## src/rtl/pw_show_pkg.sv

```systemverilog
// Shared types, display constants and the 7-segment font for the password-reveal controller.
package pw_show_pkg;

  typedef enum logic [1:0] {
    IDLE = 2'd0,
    SHOW = 2'd1,
    DONE = 2'd2
  } state_t;

  localparam logic [7:0] SEG_BLANK = 8'h00;
  localparam logic [7:0] CAT_OFF   = 8'hFF;
  localparam logic [7:0] CAT_ONES  = 8'hFE;
  localparam logic [7:0] CAT_TENS  = 8'hFD;

  // Active-high segments {dp,g,f,e,d,c,b,a}; anything above 9 is dark.
  function automatic logic [7:0] seg7_font(input logic [3:0] digit);
    logic [7:0] pat;
    case (digit)
      4'd0: pat = 8'h3F;
      4'd1: pat = 8'h06;
      4'd2: pat = 8'h5B;
      4'd3: pat = 8'h4F;
      4'd4: pat = 8'h66;
      4'd5: pat = 8'h6D;
      4'd6: pat = 8'h7D;
      4'd7: pat = 8'h07;
      4'd8: pat = 8'h7F;
      4'd9: pat = 8'h6F;
      default: pat = 8'h00;
    endcase
    return pat;
  endfunction

endpackage

```

## src/rtl/seg7_scan.sv

```systemverilog
// Two-digit multiplexed 7-segment driver: binary 0..99 to BCD, slot scan, leading-zero blanking.
// Inputs describe the next cycle, so seg/cat are registered yet valid on the first active cycle.
module seg7_scan
  import pw_show_pkg::*;
#(
  parameter int SCAN_DIV = 100
) (
  input  logic       clk,
  input  logic       rst,
  input  logic       on,
  input  logic       blank,
  input  logic [6:0] value,
  output logic [7:0] seg,
  output logic [7:0] cat
);

  localparam int SW = (SCAN_DIV > 1) ? $clog2(SCAN_DIV) : 1;

  logic [SW-1:0] scan_cnt;
  logic [SW-1:0] scan_cnt_n;
  logic          slot;
  logic          slot_n;
  logic          active;
  logic [3:0]    tens;
  logic [3:0]    ones;

  assign tens = 4'(value / 7'd10);
  assign ones = 4'(value % 7'd10);

  // A fresh activation always starts on the ones slot with an empty scan counter.
  always_comb begin
    scan_cnt_n = '0;
    slot_n     = 1'b0;
    if (on && active) begin
      if (scan_cnt == SW'(SCAN_DIV - 1)) begin
        scan_cnt_n = '0;
        slot_n     = ~slot;
      end else begin
        scan_cnt_n = scan_cnt + SW'(1);
        slot_n     = slot;
      end
    end
  end

  always_ff @(posedge clk) begin
    if (rst) begin
      scan_cnt <= '0;
      slot     <= 1'b0;
      active   <= 1'b0;
      seg      <= SEG_BLANK;
      cat      <= CAT_OFF;
    end else begin
      active   <= on;
      scan_cnt <= scan_cnt_n;
      slot     <= slot_n;
      if (!on) begin
        seg <= SEG_BLANK;
        cat <= CAT_OFF;
      end else if (!slot_n) begin
        cat <= CAT_ONES;
        seg <= blank ? SEG_BLANK : seg7_font(ones);
      end else if (tens == 4'd0) begin
        cat <= CAT_OFF;
        seg <= SEG_BLANK;
      end else begin
        cat <= CAT_TENS;
        seg <= blank ? SEG_BLANK : seg7_font(tens);
      end
    end
  end

endmodule

```

## src/rtl/password_show_ctrl.sv

```systemverilog
// Password-reveal controller: latches psw on the LEDs and counts SHOW_SECS ticks down on two digits.
// Define SHOW_BLINK_EN to blink LEDs and segments during the final tick.
module password_show_ctrl
  import pw_show_pkg::*;
#(
  parameter int PSW_W     = 7,
  parameter int SHOW_SECS = 5,
  parameter int TICK_DIV  = 1000,
  parameter int SCAN_DIV  = 100
) (
  input  logic             clk,
  input  logic             rst,
  input  logic             start,
  input  logic             abort,
  input  logic [PSW_W-1:0] psw,
  output logic [PSW_W-1:0] LD,
  output logic [7:0]       seg,
  output logic [7:0]       cat,
  output logic             busy,
  output logic             end_of_show
);

  localparam int TW = $clog2(TICK_DIV);
  localparam int CW = $clog2(SHOW_SECS + 1);

  state_t           state;
  logic [TW-1:0]    tick_cnt;
  logic [CW-1:0]    count;
  logic [CW-1:0]    count_n;
  logic [PSW_W-1:0] psw_q;
  logic             tick;
  logic             enter;
  logic             leave;
  logic             on_n;
  logic             vis_n;

  assign tick    = (state == SHOW) && (tick_cnt == TW'(TICK_DIV - 1));
  assign enter   = (state != SHOW) && start && !abort;
  assign leave   = (state == SHOW) && (abort || (tick && count == CW'(1)));
  assign on_n    = enter || ((state == SHOW) && !leave);
  // Count holds at 1 on the final tick; leaving SHOW is what ends it.
  assign count_n = enter ? CW'(SHOW_SECS)
                 : (tick && count > CW'(1)) ? count - CW'(1)
                 : count;

`ifdef SHOW_BLINK_EN
  localparam int BQ = (TICK_DIV / 4 > 0) ? TICK_DIV / 4 : 1;
  localparam int BW = (BQ > 1) ? $clog2(BQ) : 1;

  logic [BW-1:0] blink_cnt;
  logic [BW-1:0] blink_cnt_n;
  logic          blink_vis;
  logic          blink_restart;

  // Phase restarts visible whenever the final tick begins.
  assign blink_restart = enter || (tick && count == CW'(2));

  always_comb begin
    blink_cnt_n = '0;
    vis_n       = 1'b1;
    if (!blink_restart && state == SHOW && count == CW'(1)) begin
      if (blink_cnt == BW'(BQ - 1)) begin
        blink_cnt_n = '0;
        vis_n       = ~blink_vis;
      end else begin
        blink_cnt_n = blink_cnt + BW'(1);
        vis_n       = blink_vis;
      end
    end
  end

  always_ff @(posedge clk) begin
    if (rst) begin
      blink_cnt <= '0;
      blink_vis <= 1'b1;
    end else begin
      blink_cnt <= blink_cnt_n;
      blink_vis <= vis_n;
    end
  end
`else
  assign vis_n = 1'b1;
`endif

  always_ff @(posedge clk) begin
    if (enter) psw_q <= psw;
  end

  always_ff @(posedge clk) begin
    if (rst) begin
      state       <= IDLE;
      tick_cnt    <= '0;
      count       <= '0;
      LD          <= '0;
      busy        <= 1'b0;
      end_of_show <= 1'b0;
    end else begin
      count <= count_n;
      case (state)
        IDLE, DONE: begin
          if (abort) begin
            state       <= IDLE;
            end_of_show <= 1'b0;
          end else if (start) begin
            state       <= SHOW;
            tick_cnt    <= '0;
            LD          <= psw;
            busy        <= 1'b1;
            end_of_show <= 1'b0;
          end
        end
        SHOW: begin
          if (abort) begin
            state    <= IDLE;
            tick_cnt <= '0;
            LD       <= '0;
            busy     <= 1'b0;
          end else if (tick && count == CW'(1)) begin
            state       <= DONE;
            tick_cnt    <= '0;
            LD          <= '0;
            busy        <= 1'b0;
            end_of_show <= 1'b1;
          end else begin
            tick_cnt <= tick ? '0 : tick_cnt + TW'(1);
            LD       <= vis_n ? psw_q : '0;
          end
        end
        default: begin
          state    <= IDLE;
          tick_cnt <= '0;
          LD       <= '0;
          busy     <= 1'b0;
        end
      endcase
    end
  end

  seg7_scan #(
    .SCAN_DIV(SCAN_DIV)
  ) u_scan (
    .clk  (clk),
    .rst  (rst),
    .on   (on_n),
    .blank(!vis_n),
    .value(7'(count_n)),
    .seg  (seg),
    .cat  (cat)
  );

endmodule
```

## config.mk

```make
export PLATFORM = sky130hd
export DESIGN_NAME = password_show_ctrl
export DESIGN_NICKNAME = d
export VERILOG_FILES = /design/src/rtl/pw_show_pkg.sv /design/src/rtl/seg7_scan.sv /design/src/rtl/password_show_ctrl.sv
export SDC_FILE = /design/constraint.sdc
export NUM_CORES = 1
export LEC_CHECK = 0
export BUFFER_PORTS_ARGS = -buffer_cell sky130_fd_sc_hd__buf_2
export CAP_MARGIN = 20
export CORE_UTILIZATION = 40
export DETAILED_ROUTE_END_ITERATION = 6
export SYNTH_ARGS = -nofsm -noshare
export SYNTH_HDL_FRONTEND = slang
export SYNTH_SLANG_ARGS = --single-unit
```

## constraint.sdc

```tcl
create_clock -name clk -period 2.4 [get_ports clk]
set_input_delay 0.48 -clock clk [delete_from_list [all_inputs] [get_ports clk]]
set_output_delay 0.48 -clock clk [all_outputs]
set_load 0.05 [all_outputs]
```

==> results of run 1 <==
==> per-layer routing <==
layer	vias to the layer above	share of wire	global-route usage
li1	847	-	-
met2	24	0.48	0.256
met4	0	0.011	0.0519
met1	771	0.47	0.177
met3	6	0.034	0.0407
met5	-	0	0
==> flip-flops by register name, indices dropped and copies added, names as in the netlist, 2 cells and up <==
signal and count:
count 3, u_scan.scan_cnt 7, tick_cnt 10, u_scan.seg 7
state 2, LD 7, psw_q 7
==> power breakdown <==
group          switching (uW)  total (uW)  internal [uW]
clock network             271         507            236
registers                12.3         856            843
logic                     173         242           68.2
==> worst min path at each step <==
| stage | slack (ns) | cells after the start | endpoint |
|---|---|---|---|
| after global routing | 0.35 | 1 | psw_q[2]$_DFFE_PP_ |
| after CTS | 0.36 | 1 | psw_q[2]$_DFFE_PP_ |
| after floorplan | 0.41 | 1 | u_scan.scan_cnt[0]$_SDFF_PP0_ |
| after global placement | 0.43 | 1 | u_scan.scan_cnt[0]$_SDFF_PP0_ |
| final | 0.36 | 1 | psw_q[2]$_DFFE_PP_ |
| after detailed placement | 0.43 | 1 | u_scan.scan_cnt[0]$_SDFF_PP0_ |
==> through the flow <==
step | instances | hold slack (ns) | worst slack (ns)
floorplan | 231 | 0.413 | 0.0532
global placement | 323 | 0.430 | 0.126
detailed placement | 323 | 0.431 | 0.0232
CTS | 331 | 0.357 | 0.0184
global route | 331 | 0.345 | -0.0157
finish | 331 | 0.363 | 0.118
==> critical path, stage by stage, from the launching register on <==
cell       delay, ns
dfxtp_2         0.35
nand4bb_4       0.23
nor4_4          0.36
buf_4           0.20
nand3_4         0.09
a31oi_4         0.21
inv_2           0.07
ha_1            0.22
and3_1          0.18
o21ai_1         0.15
a41oi_2         0.10
==> area by class of cell <==
| type | count | area (um2) |
|---|---|---|
| timing repair buffer | 38 | 218 |
| tap | 70 | 87.6 |
| sequential | 48 | 1030 |
| clock buffer | 6 | 82.6 |
| multi-input combinational | 158 | 1100 |
| clock inverter | 2 | 13.8 |
| fill | 535 | 2640 |
| inverter | 9 | 33.8 |
==> cells by family (layout without fill, tap and decap cells) <==
family | after synthesis | count (layout) | synth area share
other | 2 | 8 | 0.00340
and+or+nand+nor | 85 | 85 | 0.214
xor gates and xnor gates | 16 | 16 | 0.0635
adders and majority gates | 10 | 10 | 0.0567
buffers and inverters | 25 | 55 | 0.0612
AOI/OAI and AO/OA | 39 | 39 | 0.134
DFF | 48 | 48 | 0.467
==> placed cells by master, fill, tap and decap left out, types with 8 or more instances in the layout <==
master | Yosys | final
buf_2 | 3 | 27
xnor2_1 | 9 | 9
inv_1 | 9 | 8
buf_4 | 8 | 11
nor3b_1 | 10 | 10
conb_1 | 2 | 8
dfxtp_1 | 41 | 39
ha_1 | 10 | 10
nor2_1 | 36 | 36
==> timing repair <==
action                                  in CTS  in global routing
gates resized for setup                      0                  7
endpoints found under the setup margin       0                  1
hold buffers                                 0                  0
==> qor.yml, run 1 <==
drt-pass1-iter-count: 4
drc_errors: 0
grt_max_degree: 18
drive_gt1_frac: 0.234
overflow: 0
worstSetupPathType: "reg2reg"
worstHoldStart: "psw[2]"
start_util: 0.424
root_buffer: "clkbuf_8"
synthArstFlopShare: 0
gp_congestion: 0.814
routed-via-count: 1648
numCtsBuffers: 5
cts_buffer_depth: 2
status: "finished clean"
yosys-top-cells-count: "dfxtp_1 (41), nor2_1 (36), ha_1 (10), nor3b_1 (10)"
ant_nets: 0
placedInstanceArea_mm2: 0.00244
clock.fmax_mhz: 438
r2r_end: "u_scan.seg[4]$_SDFF_PP0_"
reg2reg_setup_slack_ns: 0.12
dieArea_mm2: 0.00582
syn-instance-count: 225
fin_setup_tns_ns: 0
ys_top_cells_by_area: "dfxtp_1 (37%), edfxtp_1 (9.5%), nor2_1 (6.1%)"
synth.top_cell.area_share: 0.372
track_usage: 0.149
ys_seq_elements: 48
leakage_uw: 0.00102
power_density_mw_per_mm2: 625
grt_pass1_vias: 1600
synth_warnings: 0
critPathRequiredTime_ns: 2.58
clk_pin_slew_worst_paths_ns: 0.09
cp_max_fo: 4
timing.final.max_slew_violations: 0
grt_pass1_wl_um: 6980
hpwl_um: 2860
syn_area_per_cell_um2: 9.81
cts_setup_buffers: 0
cts_tree: "built"
hp-class: "in2reg"
fin_nets: 281
skew_ns: 0.00579
dieWidth_um: 76.3
diodes: 0
tightest_slew_ns: 0.569
pin_count: 36
fin_crit_sh: 0.951
drt_iter0_markers: 69
relSlewSlack: 0.620
coreArea_mm2: 0.00520
critPathLaunch: "tick_cnt[4]$_SDFFE_PP0P_"
h-tree-depth: 2
ys.flop_type: "dfxtp_1"
synth_cell_types: 45
period_minus_slack_ns: 2.28
port_buffers: 27
cp.arrival_ns: 2.46
synth_edf_count: 7
final_area_mm2: 0.00257
finalPower_uw: 1600
yosysTopAreaCell: "dfxtp_1"
cts.sinks: 48
ff2ff_path_depth: 10
fp-row-count: 26
cap_violations: 0
viasPerCell: 4.98
final-hold-violation-count: 0
wl_um: 4050
antenna_found_initial: 0
die_y_um: 76.3
netlist_area_mm2: 0.00221
vdd_ir_drop_max_mv: 0.308
finalSetupViolations: 0
yosysMostFrequentCell: "dfxtp_1"
syn2layout_area_growth_pct: 16.4
fin_util: 0.494
cp-start-kind: "register"
crit_end: "u_scan.seg[4]$_SDFF_PP0_"
reg2reg_from: "tick_cnt[4]$_SDFFE_PP0P_"
clk_latency_ns: 0.30
drt-wirelength-per-cell_um: 12.2
endpoint_kind: "register"
ys_seq_area_frac: 0.467
Note: power is estimated with default switching activity, not from simulation.
==> run 2: changes to the inputs <==
--- a/config.mk
+++ b/config.mk
@@ -5,8 +5,10 @@
 export SDC_FILE = /design/constraint.sdc
 export NUM_CORES = 1
 export LEC_CHECK = 0
+export ABC_AREA = 1
 export BUFFER_PORTS_ARGS = -buffer_cell sky130_fd_sc_hd__buf_2
 export CAP_MARGIN = 20
+export CORE_ASPECT_RATIO = 0.5
 export CORE_UTILIZATION = 40
 export DETAILED_ROUTE_END_ITERATION = 6
 export SYNTH_ARGS = -nofsm -noshare
==> run 2 against run 1 <==
Effect of this change:
- first-iteration DRC count decreased by 8.7%
- wire length increased by 3.4%
- sequential power increased by 0.8%
- synthesized cell count increased by 25%
- clock skew about the same
- critical path depth increased by 4
==> qor.yml, run 2 <==
placedInstanceArea_mm2: 0.00250
setup_slack_ns: 0.241
holdWs_ns: 0.382
synth_compound_area_frac: 0.0675
drt-wirelength-per-cell_um: 10.8
fillers: 536
worstSetupPathType: "reg2reg"
drc_errors: 0
grt_pass1_vias: 1578
crit_family: "simple AND/OR/NAND/NOR gates"
clk_pin_slew_worst_paths_ns: 0.07
syn_area_per_cell_um2: 8.18
ys_seq_elements: 48
dieWidth_um: 109
finalSetupViolations: 0
hold_buffers: 0
slowest_delay_ns: 0.39
power_density_mw_per_mm2: 723
critPathRequiredTime_ns: 2.62
clock.fmax_mhz: 463
gp_congestion: 0.838
viasPerCell: 4.58
synth_warnings: 0
fin_nets: 334
cp_max_fo: 5
cts_tree: "built"
ant_nets: 0
fp-row-count: 19
final_area_mm2: 0.00267
grt_pass1_wl_um: 7110
drive_gt1_frac: 0.210
synth_cell_types: 35
cts_setup_buffers: 0
met3_length_um: 166
overflow: 0
drt_iter0_markers: 63
cp-start-kind: "register"
syn2layout_area_growth_pct: 16.2
timing.final.max_slew_violations: 0
die_y_um: 55.6
wl_met1_um: 2160
skew_ns: 0.00587
track_usage: 0.155
h-tree-depth: 2
hpwl_um: 3230
final-hold-violation-count: 0
path_buf_inv: 3
fin_crit_sh: 0.899
period_minus_slack_ns: 2.16
fin_setup_tns_ns: 0
start_util: 0.417
endpoint_kind: "register"
hp-class: "in2reg"
vdd_ir_drop_max_mv: 0.331
yosys-top-cells-count: "nand2_1 (62), dfxtp_1 (41), nor2_1 (34)"
top_layer: "met4"
netlist_area_mm2: 0.00230
slowest_stage: "dfxtp_1"
drt-pass1-iter-count: 4
top_register: "tick_cnt"
mostFrequentLayoutCell: "nand2_1"
cts_buffer_depth: 2
clk_latency_ns: 0.29
largest_reg_flops: 10
finalPower_uw: 1930
synthArstFlopShare: 0
cts-resized-gates: 0
root_buffer: "clkbuf_16"
coreArea_mm2: 0.00552
synth_edf_count: 7
rsz0062_at_grt: "no"
antenna_found_initial: 0
yosysMostFrequentCell: "nand2_1"
muxShareOfSynthArea: 0
dieArea_mm2: 0.00607
crit_path_frequent_cell: "nand2_1"
place_ws_ns: 0.272
mostFrequentLayoutCells: "nand2_1 (62), dfxtp_1 (41), nor2_1 (34), buf_2 (27), inv_1 (26)"
cap_violations: 0
ys_seq_area_frac: 0.448
ys_top_cells_by_area: "dfxtp_1 (36%), nand2_1 (10%), edfxtp_1 (9.1%)"
leakage_uw: 0.00117
synth_top_family_by_area: "simple AND/OR/NAND/NOR gates"
synth.top_cell.area_share: 0.357
synth_xor_area_frac: 0.0267
numCtsBuffers: 5
diodes: 0
ys.flop_type: "dfxtp_1"
path_cells: "ha_1, nand2_1, inv_1, nand3_2, nor2_4, nand3_1, nand2_1, nand2_1, nor2_2, inv_1, ha_1, inv_1, nand2_1, a21oi_1"
grt_max_degree: 17
synth_fa_ha_area_frac: 0.0544
port_buffers: 27
wl_um: 4190
cts.sinks: 48
cp.arrival_ns: 2.38
pin_count: 36
syn-instance-count: 281
synth_simple_gate_area_frac: 0.320
wl_met2_um: 1810
routed-via-count: 1771
yosysTopAreaCell: "dfxtp_1"
status: "finished clean"
run 2: cell types whose count changed after synthesis, sizes merged, moves of 4 or more:
cell    delta
a21oi     +16
inv       +20
nor2       +4
a211oi     -6
nand3     +12
xnor2      -8
buf        -4
nor3b      -7
nand4      +8
nand2     +61
o21ai      -5
a221oi     -7
run 2: cell families after synthesis:
kind of cell	Yosys count
adder cells (fa/ha/maj)	10
AND/OR/NAND/NOR	147
AO/OA/AOI/OAI	27
flip-flops	48
buffers and inverters	40
XOR/XNOR	7
other	2
run 2: path summary, 6_finish.rpt:
| check | slack, ns | to | start | cells past startpoint |
|---|---|---|---|---|
| setup / recovery | 0.24 | u_scan.seg[3]$_SDFF_PP0_ | tick_cnt[0]$_SDFFE_PP0P_ | 14 |
| hold / removal | 0.38 | psw_q[4]$_DFFE_PP_ | psw[4] | 1 |
| setup reg to reg | 0.24 | u_scan.seg[3]$_SDFF_PP0_ | tick_cnt[0]$_SDFFE_PP0P_ | 14 |
| hold reg to reg | 0.45 | u_scan.scan_cnt[0]$_SDFF_PP0_ | u_scan.scan_cnt[0]$_SDFF_PP0_ | 1 |
run 2: stage by stage:
step	utilization	std cells
floorplan	-	287
global placement	0.453	379
detailed placement	0.453	379
CTS	0.485	387
global route	0.485	387
finish	0.485	387
run 2: layout make-up:
type	instances	area, um2	area share
sequential	48	1030	0.386
clock inverter	3	47.5	0.0178
inverter	29	111	0.0417
clock buffer	5	125	0.0468
multi-input combinational	199	1110	0.415
tap	73	91.3	0.0342
timing repair buffer	30	158	0.0590
run 2: power by group:
group          switching [uW]  total (uW)  internal [uW]  leakage, uW
registers                15.9         863            847     0.000399
logic                     202         270           67.5     0.000690
clock network             305         800            495    0.0000840
total                     523        1930           1410      0.00117
run 2: layer usage:
layer  global-route usage  vias to the layer above
met5                    0                        -
met4               0.0514                        0
met3               0.0527                        7
met2                0.230                       25
met1                0.210                      786
li1                     -                      953
==> run 3: changes to the inputs <==
--- a/config.mk
+++ b/config.mk
@@ -11,6 +11,7 @@
 export CORE_ASPECT_RATIO = 0.5
 export CORE_UTILIZATION = 40
 export DETAILED_ROUTE_END_ITERATION = 6
+export RECOVER_POWER = 50
 export SYNTH_ARGS = -nofsm -noshare
 export SYNTH_HDL_FRONTEND = slang
 export SYNTH_SLANG_ARGS = --single-unit
==> run 3 against run 2 <==
Effect of this change:
- worst hold slack better by 0.00087 ns
- core utilization fell by 0.86 points
- setup slack better by 0.026 ns
- final area decreased by 1.8%
- clock power about the same
- largest cell class unchanged
- power is 0.57% lower
- critical path depth unchanged
==> qor.yml, run 3 (synthesis gave the netlist of run 2 again) <==
slowest_delay_ns: 0.38
syn2layout_area_growth_pct: 14.1
h-tree-depth: 2
grt_pass1_vias: 1578
cp_max_fo: 5
cts-resized-gates: 0
port_buffers: 27
gp_congestion: 0.838
viasPerCell: 4.56
fin_setup_tns_ns: 0
relSlewSlack: 0.531
clk_pin_slew_worst_paths_ns: 0.07
drt_iter0_markers: 68
final_area_mm2: 0.00263
coreArea_mm2: 0.00552
track_usage: 0.155
dieWidth_um: 109
skew_ns: 0.00635
grt_pass1_wl_um: 7110
root_buffer: "clkbuf_16"
power_density_mw_per_mm2: 732
worstSetupPathType: "reg2reg"
overflow: 0
largest_reg_flops: 10
drt-pass1-iter-count: 4
dieArea_mm2: 0.00607
fp-row-count: 19
top_register: "tick_cnt"
cts_buffer_depth: 2
period_minus_slack_ns: 2.13
slowest_stage: "dfxtp_1"
grt_max_degree: 17
diodes: 0
clk_latency_ns: 0.29
cap_violations: 0
rsz0062_at_grt: "no"
path_buf_inv: 3
hold_buffers: 0
critPathRequiredTime_ns: 2.62
die_y_um: 55.6
placedInstanceArea_mm2: 0.00250
drc_errors: 0
crit_path_frequent_cell: "nand2_1"
fin_crit_sh: 0.889
leakage_uw: 0.00109
mostFrequentLayoutCell: "nand2_1"
start_util: 0.417
hpwl_um: 3230
clock.fmax_mhz: 469
finalSetupViolations: 0
timing.final.max_slew_violations: 0
antenna_found_initial: 0
mostFrequentLayoutCells: "nand2_1 (63), dfxtp_1 (41), nor2_1 (35), inv_1 (27), clkbuf_1 (23)"
final-hold-violation-count: 0
fin_nets: 334
routed-via-count: 1763
endpoint_kind: "register"
drt-wirelength-per-cell_um: 10.9
status: "finished clean"
crit_family: "simple AND/OR/NAND/NOR gates"
path_cells: "ha_1, nand2_1, inv_1, nand3_2, nor2_4, nand3_1, nand2_1, nand2_1, nor2_2, inv_1, ha_1, inv_1, nand2_1, a21oi_1"
cts_tree: "built"
cts_setup_buffers: 0
drive_gt1_frac: 0.127
numCtsBuffers: 5
tightest_slew_ns: 0.700
wl_um: 4230
cp-start-kind: "register"
hp-class: "in2reg"
ant_nets: 0
pin_count: 36
cts.sinks: 48
vdd_ir_drop_max_mv: 0.331
cp.arrival_ns: 2.36
run 3: cell count changes in the layout (fill, tap and decap cells not counted), sizes merged:
cell	before	now
clkbuf	5	28
buf	30	7
run 3: final cells by class:
| cell class | count | area [um2] |
|---|---|---|
| Sequential cell | 48 | 1030 |
| Tap cell | 73 | 91.3 |
| Inverter | 29 | 111 |
| Clock buffer | 5 | 125 |
| Fill cell | 552 | 2890 |
| Timing Repair Buffer | 30 | 126 |
| Clock inverter | 3 | 47.5 |
| Multi-Input combinational cell | 199 | 1090 |
run 3: per-stage QoR:
step	hold WS, ns	utilization	instances	total power, uW	worst slack (ns)
after floorplan	0.418	-	287	1100	0.428
after global placement	0.431	0.453	379	1150	0.340
after detailed placement	0.436	0.453	379	1150	0.272
after CTS	0.377	0.485	387	1950	0.251
after global routing	0.371	0.476	387	2010	0.0700
final	0.383	0.476	387	1920	0.267
run 3: path summary, 6_finish.rpt:
kind	start	to	slack, ns	cells past startpoint
max	tick_cnt[0]$_SDFFE_PP0P_	u_scan.seg[3]$_SDFF_PP0_	0.27	14
min	psw[4]	psw_q[4]$_DFFE_PP_	0.38	1
max reg2reg	tick_cnt[0]$_SDFFE_PP0P_	u_scan.seg[3]$_SDFF_PP0_	0.27	14
min reg2reg	u_scan.scan_cnt[0]$_SDFF_PP0_	u_scan.scan_cnt[0]$_SDFF_PP0_	0.45	1
run 3: per-layer routing:
metal	vias up	track usage	routed length [um]
li1	953	-	-
met1	784	0.210	2210
met2	21	0.230	1820
met3	5	0.0527	150
met4	0	0.0514	45
met5	-	0	0
run 3: worst register-to-register path: stages (launching register included):
cell and delay [ns]:
dfxtp_1 0.38, ha_1 0.19, nand2_1 0.11, inv_1 0.08
nand3_2 0.11, nor2_4 0.18, nand3_1 0.15, nand2_1 0.09
nand2_1 0.06, nor2_2 0.09, inv_1 0.09, ha_1 0.27
inv_1 0.09, nand2_1 0.06, a21oi_1 0.11
run 3: power by group:
| group | leakage (uW) | switching, uW | total [uW] | internal (uW) |
|---|---|---|---|---|
| sequential | 0.000399 | 16.1 | 863 | 847 |
| combinational | 0.000606 | 200 | 259 | 59.2 |
| clock | 0.0000840 | 304 | 799 | 495 |
| total | 0.00109 | 520 | 1920 | 1400 |
